<file path="src/rtl/iob_cpu_iob_bridge.sv">
// Bridges a native CPU request port onto N_SLV IOb target channels.
// One request in flight; a per-request timeout turns a silent target into an error completion.
module iob_cpu_iob_bridge #(
    parameter int ADDR_W = 32,
    parameter int DATA_W = 32,
    parameter int N_SLV  = 2,
    parameter int ISPLIT = 1,
    parameter int TOUT_W = 8
) (
    input  logic                    clk_i,
    input  logic                    arst_n_i,
    input  logic                    cke_i,
    input  logic                    cpu_valid_i,
    input  logic                    cpu_instr_i,
    input  logic [ADDR_W-1:0]       cpu_addr_i,
    input  logic [DATA_W-1:0]       cpu_wdata_i,
    input  logic [DATA_W/8-1:0]     cpu_wstrb_i,
    output logic [DATA_W-1:0]       cpu_rdata_o,
    output logic                    cpu_ready_o,
    output logic                    cpu_err_o,
    output logic [N_SLV-1:0]        avalid_o,
    output logic [ADDR_W-1:0]       addr_o,
    output logic [DATA_W-1:0]       wdata_o,
    output logic [DATA_W/8-1:0]     wstrb_o,
    input  logic [N_SLV-1:0]        ready_i,
    input  logic [N_SLV-1:0]        rvalid_i,
    input  logic [N_SLV*DATA_W-1:0] rdata_i,
    output logic [1:0]              dbg_state_o,
    output logic [TOUT_W-1:0]       dbg_tout_o
);

    localparam int SEL_W = (N_SLV > 1) ? $clog2(N_SLV) : 1;
    // Counter value whose increment reaches 2^TOUT_W-1, i.e. the last cycle before timing out.
    localparam logic [TOUT_W-1:0] TOUT_LAST = TOUT_W'((2 ** TOUT_W) - 2);

    typedef enum logic [1:0] {
        S_IDLE   = 2'd0,
        S_REQ    = 2'd1,
        S_WAIT_R = 2'd2,
        S_DONE   = 2'd3
    } state_t;

    state_t              r_state;
    logic [SEL_W-1:0]    r_sel;
    logic                r_write;
    logic [TOUT_W-1:0]   r_tout;
    logic [N_SLV-1:0]    r_avalid;
    logic [ADDR_W-1:0]   r_addr;
    logic [DATA_W-1:0]   r_wdata;
    logic [DATA_W/8-1:0] r_wstrb;
    logic [DATA_W-1:0]   r_rdata;
    logic                r_ready;
    logic                r_err;

    logic [SEL_W-1:0]    w_sel;
    logic                w_unmapped;
    logic [N_SLV-1:0]    w_onehot;
    logic                w_ready;
    logic                w_rvalid;
    logic [DATA_W-1:0]   w_rdata;

    // w_sel decodes the incoming request; w_ready/w_rvalid/w_rdata follow the latched channel.
    always_comb begin
        w_sel      = (ISPLIT != 0 && cpu_instr_i) ? '0 : cpu_addr_i[ADDR_W-1 -: SEL_W];
        w_unmapped = 1'b1;
        w_onehot   = '0;
        w_ready    = 1'b0;
        w_rvalid   = 1'b0;
        w_rdata    = '0;
        for (int k = 0; k < N_SLV; k++) begin
            if (w_sel == SEL_W'(k)) begin
                w_onehot[k] = 1'b1;
                w_unmapped  = 1'b0;
            end
            if (r_sel == SEL_W'(k)) begin
                w_ready  = ready_i[k];
                w_rvalid = rvalid_i[k];
                w_rdata  = rdata_i[k*DATA_W +: DATA_W];
            end
        end
    end

    always_ff @(posedge clk_i or negedge arst_n_i) begin
        if (!arst_n_i) begin
            r_state  <= S_IDLE;
            r_sel    <= '0;
            r_write  <= 1'b0;
            r_tout   <= '0;
            r_avalid <= '0;
            r_addr   <= '0;
            r_wdata  <= '0;
            r_wstrb  <= '0;
            r_rdata  <= '0;
            r_ready  <= 1'b0;
            r_err    <= 1'b0;
        end else if (cke_i) begin
            r_ready <= 1'b0;
            case (r_state)
                S_IDLE: begin
                    if (cpu_valid_i) begin
                        r_addr  <= cpu_addr_i;
                        r_wdata <= cpu_wdata_i;
                        r_wstrb <= cpu_wstrb_i;
                        r_sel   <= w_sel;
                        r_write <= |cpu_wstrb_i;
                        r_tout  <= '0;
                        if (w_unmapped) begin
                            r_state <= S_DONE;
                            r_ready <= 1'b1;
                            r_err   <= 1'b1;
                        end else begin
                            r_state  <= S_REQ;
                            r_avalid <= w_onehot;
                        end
                    end
                end
                S_REQ, S_WAIT_R: begin
                    r_tout <= r_tout + 1'b1;
                    // A target handshake in the same cycle as the limit still wins.
                    if (r_state == S_REQ && w_ready) begin
                        r_avalid <= '0;
                        if (r_write) begin
                            r_state <= S_DONE;
                            r_ready <= 1'b1;
                            r_err   <= 1'b0;
                        end else begin
                            r_state <= S_WAIT_R;
                        end
                    end else if (r_state == S_WAIT_R && w_rvalid) begin
                        r_rdata <= w_rdata;
                        r_state <= S_DONE;
                        r_ready <= 1'b1;
                        r_err   <= 1'b0;
                    end else if (r_tout == TOUT_LAST) begin
                        r_avalid <= '0;
                        r_rdata  <= '0;
                        r_state  <= S_DONE;
                        r_ready  <= 1'b1;
                        r_err    <= 1'b1;
                    end
                end
                default: begin
                    r_state <= S_IDLE;
                end
            endcase
        end
    end

    assign cpu_rdata_o = r_rdata;
    assign cpu_ready_o = r_ready;
    assign cpu_err_o   = r_err;
    assign avalid_o    = r_avalid;
    assign addr_o      = r_addr;
    assign wdata_o     = r_wdata;
    assign wstrb_o     = r_wstrb;
    assign dbg_state_o = r_state;
    assign dbg_tout_o  = r_tout;

endmodule

</file>
<file path="config.mk">
export PLATFORM = sky130hd
export DESIGN_NAME = iob_cpu_iob_bridge
export DESIGN_NICKNAME = d
export VERILOG_FILES = /design/src/rtl/iob_cpu_iob_bridge.sv
export SDC_FILE = /design/constraint.sdc
export NUM_CORES = 1
export LEC_CHECK = 0
export ABC_CLOCK_PERIOD_IN_PS = 2300
export CORE_ASPECT_RATIO = 0.5
export CORE_MARGIN = 2
export CORE_UTILIZATION = 40
export DETAILED_ROUTE_END_ITERATION = 16
export HOLD_SLACK_MARGIN = 0.15
export PLACE_DENSITY = 0.88
export RECOVER_POWER = 25
export SYNTH_ARGS = -nofsm -noshare
export SYNTH_HDL_FRONTEND = slang
export SYNTH_SLANG_ARGS = --single-unit
</file>
<file path="constraint.sdc">
create_clock -name clk_i -period 2.3 [get_ports clk_i]
set_input_delay 0.69 -clock clk_i [delete_from_list [all_inputs] [get_ports clk_i]]
set_output_delay 0.69 -clock clk_i [all_outputs]
set_load 0.03 [all_outputs]
</file>
==> key figures, run 1 <==
Run status
  – Status: completed

Detailed routing
  – Via/cell ratio: 4.92
  – Drt pass-1 iters: 4
  – ANT nets after route: 0
  – Post-Route WL: between 10000 and 15000 um
  – Vias: 3963
  – DRC: 0
  – DRT iter0 DRCs: 191
  – Routed len/inst: ~18 um

STA
  – Final hold vios: 0
  – Fmax: between 400 and 500 MHz
  – Layout Skew: between 0.007 and 0.008 ns
  – Rel. slew slack: under 10%
  – Final min period: between 2 and 2.5 ns
  – WHS: around 0.49 ns
  – Worst Max-Slew Pin Slew: approximately 1.4 ns
  – Final Cycle Share: between 90% and 100%
  – # setup viols final: 0
  – RSZ-0062 raised after global routing: no
  – Final Max Slew Viols: 0

Worst setup path
  – Startpoint types: flip-flop
  – Critical Path AT: between 1.5 and 2 ns
  – Worst Path Required: between 1.5 and 2 ns
  – CP max stage delay: between 0.7 and 0.8 ns
  – Crit path buf inv count: 1
  – Critical path class: flip-flop to primary output
  – Worst-path maximum fanout: 6
  – Worst path slowest cell: clkdlybuf4s50_1
  – Worst path cell trace: clkdlybuf4s50_1
  – CP delay by family, top: buffers and inverters
  – Crit. End Element: primary output

Clock tree
  – TritonCTS clock tree: built
  – Htree depth: 4
  – Clock Latency Late Sink: approximately 0.40 ns
  – CTS clock-pin slew for the worst setup and hold paths: ~0.060 ns
  – Clk buf depth: 2
  – Total CTS buffers: 17
  – CTS root buf: clkbuf_16
  – CTS Hold Bufs: 0
  – Clock sinks: between 100 and 150

Floorplanning
  – Row Count: 28
  – Die X: roughly 160 um
  – Core area: 12000 sq um
  – Die Area: between 10000 and 15000 sq um
  – Initial Util: between 40% and 50%
  – Number of placed I/O pins: roughly 260
  – Die H: 83.0 um

Synthesis
  – Number of synthesized flops with an enable pin: 0
  – Number of synthesized register bits: approximately 120
  – Synth Area in Adders: under 10%
  – FFs w/ async S/R, synth: 100%
  – Yosys warns: 0
  – Mapped Nets: roughly 500
  – Seq/Total Area, Yosys: between 50 and 60%
  – Dominant cells by area after synthesis: dfrtp_1 58%, mux2_2 16%, mux2i_1 6.6%
  – Post-synthesis xor/xnor area fraction: 0%
  – Mux cell area share after synthesis: between 20% and 30%
  – Synth area leader: dfrtp_1
  – Avg Inst Size Synth: around 14 sq um
  – Synth Flop Type: dfrtp_1
  – Synth cell types: 40
  – Synth Area in Compound Gates: approximately 11%
  – Synth Area in Simple Gates: a little under 4%
  – Largest family of logic cells by synthesized area: multiplexers
  – Mapped Cells: around 350
  – Post-synth top area share: just under 60%
  – Syn Std Cell Area: about 5000 sq um

Global routing
  – Vias in the first global route: 4311
  – First-pass GRT wire length: between 20000 and 25000 um
  – Initial antenna violation count: 0
  – Total global-route track usage: between 20 and 25%
  – Pin count of the biggest net entering global routing: 54
  – GRT Residual Overflow: 0

Final layout
  – Nets: roughly 770
  – Post-route cell area: 8430 sq um
  – Layout cell share with drive strength beyond 1: roughly a fifth
  – Synth-to-layout area growth: 68.8%
  – ANT cells: 0

Pwr
  – Power Density: ~1400 nW/um^2
  – Combinational power share: 49.3%
  – Lkg Pwr: about 3.6 nW
  – Final Power: 11.8 mW
  – Worst VDD drop: around 700 uV
  – Net switching power: 4.57 mW
  – Sw frac: 38.7%
  – Int Pwr: 7.24 mW
  – Clock share of power: about a fifth
  – Sequential Power Share: approximately 30%

Flow run
  – Reported max-cap violation count: 0

Placed design
  – Port Buffer Count: between 200 and 300
  – DPL Wire Length: about 11000 um
  – DP Area: approximately 8000 sq um
  – Gpl congestion: 0.781

Min path
  – Min-Delay Path Class: flip-flop to flip-flop
-- area by class of cell --
class | instances | area (sq um)
clock inverter | 14 | 138
inverter | 9 | 33.8
tap | 165 | 206
clock buffer | 18 | 429
fill | 869 | 3550
timing repair buffer | 274 | 2760
multi-input combinational | 209 | 1960
sequential | 116 | 2900
-- power groups by stage --
stage                     Sequential [mW]  Combinational [mW]  Clock [mW]
final                                3.47                5.82        2.52
after global routing                 3.59                6.09        2.67
after CTS                            3.47                5.88        2.57
after detailed placement             3.49                5.86           0
after global placement               3.44                5.75           0
after floorplan                      5.16                1.57           0
-- metrics by stage --
stage	worst slack, ns	utilization, %	TNS [ns]	cells
2_1_floorplan	0.351	-	0	354
3_3_place_gp	0.0202	65.6	0	773
3_5_place_dp	-0.0119	65.6	-0.0591	773
4_1_cts	0.0281	70.3	0	805
5_1_grt	0.00353	70.4	0	805
6_report	0.0343	70.4	0	805
-- layout by cell type (no fill, tap or decap), types with 3 or more instances in the layout --
cell type | netlist | final
clkdlybuf4s50_1 | 0 | 249
dfrtp_1 | 116 | 115
mux2_2 | 69 | 69
mux2i_1 | 33 | 33
o2bb2ai_1 | 24 | 24
clkbuf_16 | 0 | 17
buf_4 | 0 | 14
nand2_1 | 11 | 11
o21ai_0 | 11 | 11
o2bb2ai_2 | 10 | 10
inv_1 | 9 | 9
ha_1 | 6 | 6
clkinv_2 | 0 | 6
buf_12 | 0 | 5
nand3_1 | 5 | 4
clkinvlp_4 | 0 | 4
dlymetal6s2s_1 | 0 | 4
nor2_1 | 3 | 3
nand2b_1 | 3 | 3
a21oi_1 | 3 | 3
a31oi_1 | 3 | 3
-- synth_stat cells (all sizes together), types with 3 or more instances --
cell,instances
nand2b,4
o2bb2ai,34
nand2,11
o21ai,11
nand3,5
clkbuf,13
a31oi,3
ha,6
dfrtp,116
buf,7
mux2i,34
inv,9
a21oi,3
nor2,3
mux2,69
-- final timing paths --
check,start,to,slack (ns),cells past startpoint
max,dbg_tout_o[4],dbg_tout_o[4],0.03,1
min,cpu_rdata_o[17],cpu_rdata_o[17],0.49,1
max reg2reg,dbg_state_o[0],cpu_rdata_o[13],0.51,7
min reg2reg,cpu_rdata_o[17],cpu_rdata_o[17],0.49,1
max in group asynchronous,arst_n_i,wdata_o[23],0.65,2
min in group asynchronous,arst_n_i,dbg_tout_o[2],0.58,1
-- logic make-up after synthesis --
family	after synthesis
adder cells (fa/ha/maj)	6
multiplexers	103
flip-flops	116
AO/OA/AOI/OAI	63
buffers and inverters	29
AND/OR/NAND/NOR	37
-- registers in the layout, summed over array words and instances (netlist names) --
signal and flops:
cpu_ready_o 1, cpu_err_o 1, dbg_state_o 2, cpu_rdata_o 32, dbg_tout_o 8, r_sel 1
wdata_o 32, addr_o 32, r_write 1, wstrb_o 4, avalid_o 2
-- worst reg2reg max path: stages (launching register included) --
cell and delay [ns]:
dfrtp_1 0.42, inv_1 0.10, ha_1 0.14, inv_1 0.07, a2bb2oi_2 0.17, or3b_1 0.42, buf_12 0.20, o2bb2ai_1 0.15
-- per-layer routing --
layer	vias up	part of all wire (%)	track usage [%]
met5	-	0	0
met2	99	54	39.4
met1	1988	40	26.5
met3	21	4.0	4.70
met4	0	1.8	8.29
li1	1855	-	-
-- repair_timing --
action / in CTS / in global routing
hold endpoints to repair: 0 / 0
endpoints found under the setup margin: 0 / 4
setup buffers: 0 / 0
gates resized for setup: 0 / 4
(Power assumes the default switching activity.)
==> run 2, diff against run 1 <==
- ABC_AREA: unset -> 1
- CORE_UTILIZATION: 40 -> 41
==> run 2 against run 1 <==
Against the previous run: sequential share of layout area decreased by 0.61 points; first-iteration DRC count increased by 63%; routed wire length increased by 9.4%; utilization decreased by 2.4 points; sequential cell count unchanged; hold slack got worse by 0.014 ns; highest routed layer unchanged.
==> key figures, run 2 <==
Final layout
  – ANT cells: 0
  – Most frequent cells in the layout: 399 x nand2_1, 250 x clkdlybuf4s50_1, 116 x dfrtp_1
  – Most common cell after layout, fill and taps aside: nand2_1
  – Layout cell share with drive strength beyond 1: under 10%
  – Synth-to-layout area growth: 62.5%
  – Fin cells: approximately 1100
  – Nets: between 1000 and 1500

Floorplanning
  – Number of placed I/O pins: around 260
  – Die H: roughly 84 um
  – Die X: 164 um
  – Row Count: 29
  – Initial Util: about two fifths
  – Core area: approximately 13000 sq um
  – Die Area: 13900 sq um

Detailed routing
  – Drt pass-1 iters: 6
  – DRT iter0 DRCs: slightly above 300
  – Routed len/inst: 14.3 um
  – Vias: ~5200
  – Post-Route WL: 15800 um
  – DRC: 0
  – ANT nets after route: 0
  – Via/cell ratio: between 4 and 5

Synthesis
  – Number of synthesized flops with an enable pin: 0
  – Synth cell count leaders: 399 x nand2_1, 116 x dfrtp_1, 28 x o21ai_1, 25 x inv_1, 15 x nand3_1
  – FFs w/ async S/R, synth: between 90% and 100%
  – Syn Std Cell Area: ~5300 sq um
  – Synth cell types: 30
  – Synth area leader: dfrtp_1
  – Most frequent cell after synthesis: nand2_1
  – Avg Inst Size Synth: between 7 and 8 sq um
  – Dominant cells by area after synthesis: dfrtp_1 55%, nand2_1 28%, o21ai_1 2.7%
  – Synth Flop Type: dfrtp_1
  – Mapped Nets: about 820
  – Number of synthesized register bits: around 120
  – Seq/Total Area, Yosys: between 50% and 60%
  – Mapped Cells: roughly 670
  – Post-synth top area share: between 50% and 60%
  – Yosys warns: 0

STA
  – Final Max Slew Viols: 0
  – Final min period: around 2.3 ns
  – Final TNS setup: 0 ns
  – Worst Max-Slew Pin Slew: 0.608 ns
  – Layout Skew: between 0.007 and 0.008 ns
  – Rel. slew slack: between 50% and 60%
  – Final hold vios: 0
  – Final Cycle Share: 98.1%
  – # setup viols final: 0
  – Fmax: 443 MHz
  – RSZ-0062 raised after global routing: no
  – WHS: 0.471 ns

Worst setup path
  – Worst path cell trace: clkdlybuf4s50_1
  – CP max stage delay: 0.77 ns
  – Worst-path maximum fanout: 5
  – Crit path buf inv count: 1
  – Startpoint types: flip-flop
  – Crit. End Element: primary output
  – Critical path class: flip-flop to primary output
  – R2R Setup Slk: roughly 0.52 ns
  – Worst Path Required: about 1.6 ns
  – Critical Path AT: 1.57 ns
  – Worst path slowest cell: clkdlybuf4s50_1
  – CP delay by family, top: buffers and inverters

Placed design
  – Inst Count DP: approximately 1100
  – Port Buffer Count: approximately 250
  – Gpl congestion: 0.838
  – DPL Wire Length: ~12000 um

Clock tree
  – Total CTS buffers: 17
  – TritonCTS clock tree: built
  – CTS clock-pin slew for the worst setup and hold paths: roughly 0.050 ns
  – Htree depth: 4
  – Clock sinks: around 120
  – CTS root buf: clkbuf_16
  – Clock Latency Late Sink: between 0.3 and 0.4 ns
  – Clk buf depth: 2
  – # Post-CTS Setup Buffers: 0

Flow run
  – Reported max-cap violation count: 0

Run status
  – Status: completed

Global routing
  – GRT Residual Overflow: 0
  – Pin count of the biggest net entering global routing: 64
  – Total global-route track usage: a little under a quarter
  – Initial antenna violation count: 0
  – Vias in the first global route: around 5200
  – First-pass GRT wire length: between 20000 and 25000 um

Pwr
  – Worst VDD drop: 773 uV
  – Power Density: 1390 nW/um^2
  – Lkg Pwr: about 4.3 nW

Min path
  – Min-Delay Path Class: flip-flop to flip-flop
[run 2: cell types whose count changed in the layout (fill, tap and decap cells not counted), sizes merged, moves of 3 or more]
cell     before  now
o2bb2ai      34    0
nand2        11  405
o21ai        11   42
buf          19   14
nor2          3    9
clkbuf       20   25
inv          10   28
mux2         69    0
mux2i        34    0
nand3         5   18
nand2b        4    0
a31oi         3    0
[run 2: area by class of cell]
cell class	instances	area, sq um
clock buffer	23	498
tap	170	213
multi-input combinational	493	2090
inverter	28	108
fill	989	4050
timing repair buffer	270	2720
sequential	116	2900
clock inverter	8	51.3
[run 2: what timing repair did]
| action | 4_1_cts | 5_1_grt |
|---|---|---|
| gates resized for setup | 0 | 3 |
| endpoints found under the hold margin | 8 | 0 |
| hold buffers | 1 | 0 |
| setup endpoints to repair | 0 | 3 |
[run 2: path summary, 6_finish.rpt]
path | from | to | cells after the start
max | dbg_tout_o[7] | dbg_tout_o[7] | 1
min | avalid_o[1] | avalid_o[1] | 2
max reg2reg | dbg_state_o[0] | dbg_tout_o[2] | 9
min reg2reg | avalid_o[1] | avalid_o[1] | 2
max in group asynchronous | arst_n_i | addr_o[10] | 3
min in group asynchronous | arst_n_i | wdata_o[6] | 2
[run 2: stage by stage]
stage	setup WS, ns	utilization, %	cell area [sq um]	power, mW
5_1_grt	0.00373	67.9	8580	12.6
4_1_cts	0.0143	68.0	8590	12.0
3_5_place_dp	0.161	63.6	8030	9.56
6_report	0.0444	67.9	8580	11.9
2_1_floorplan	0.664	-	5280	6.87
3_3_place_gp	0.237	63.6	8030	9.39
[run 2: power by group]
part / internal [mW] / switching [mW]
registers: 2.91 / 0.530
clock network: 1.51 / 0.894
logic: 2.37 / 3.71
total: 6.79 / 5.13
[run 2: kinds of logic (layout without fill, tap and decap cells)]
logic type / count (synthesis) / in the layout / share of synthesized area, %
flip-flops: 116 / 116 / 55.0
XOR/XNOR: 1 / 1 / 0.166
adder cells (fa/ha/maj): 6 / 6 / 1.42
AO/OA/AOI/OAI: 48 / 48 / 4.86
AND/OR/NAND/NOR: 438 / 438 / 33.1
buffers and inverters: 60 / 329 / 5.45
[run 2: layer usage]
layer / global-route usage [%] / part of all wire (%) / up-vias
met5: 0 / 0 / -
li1: - / - / 2569
met3: 4.45 / 5.6 / 30
met1: 25.3 / 40 / 2402
met2: 42.0 / 52 / 186
met4: 9.80 / 2.6 / 0
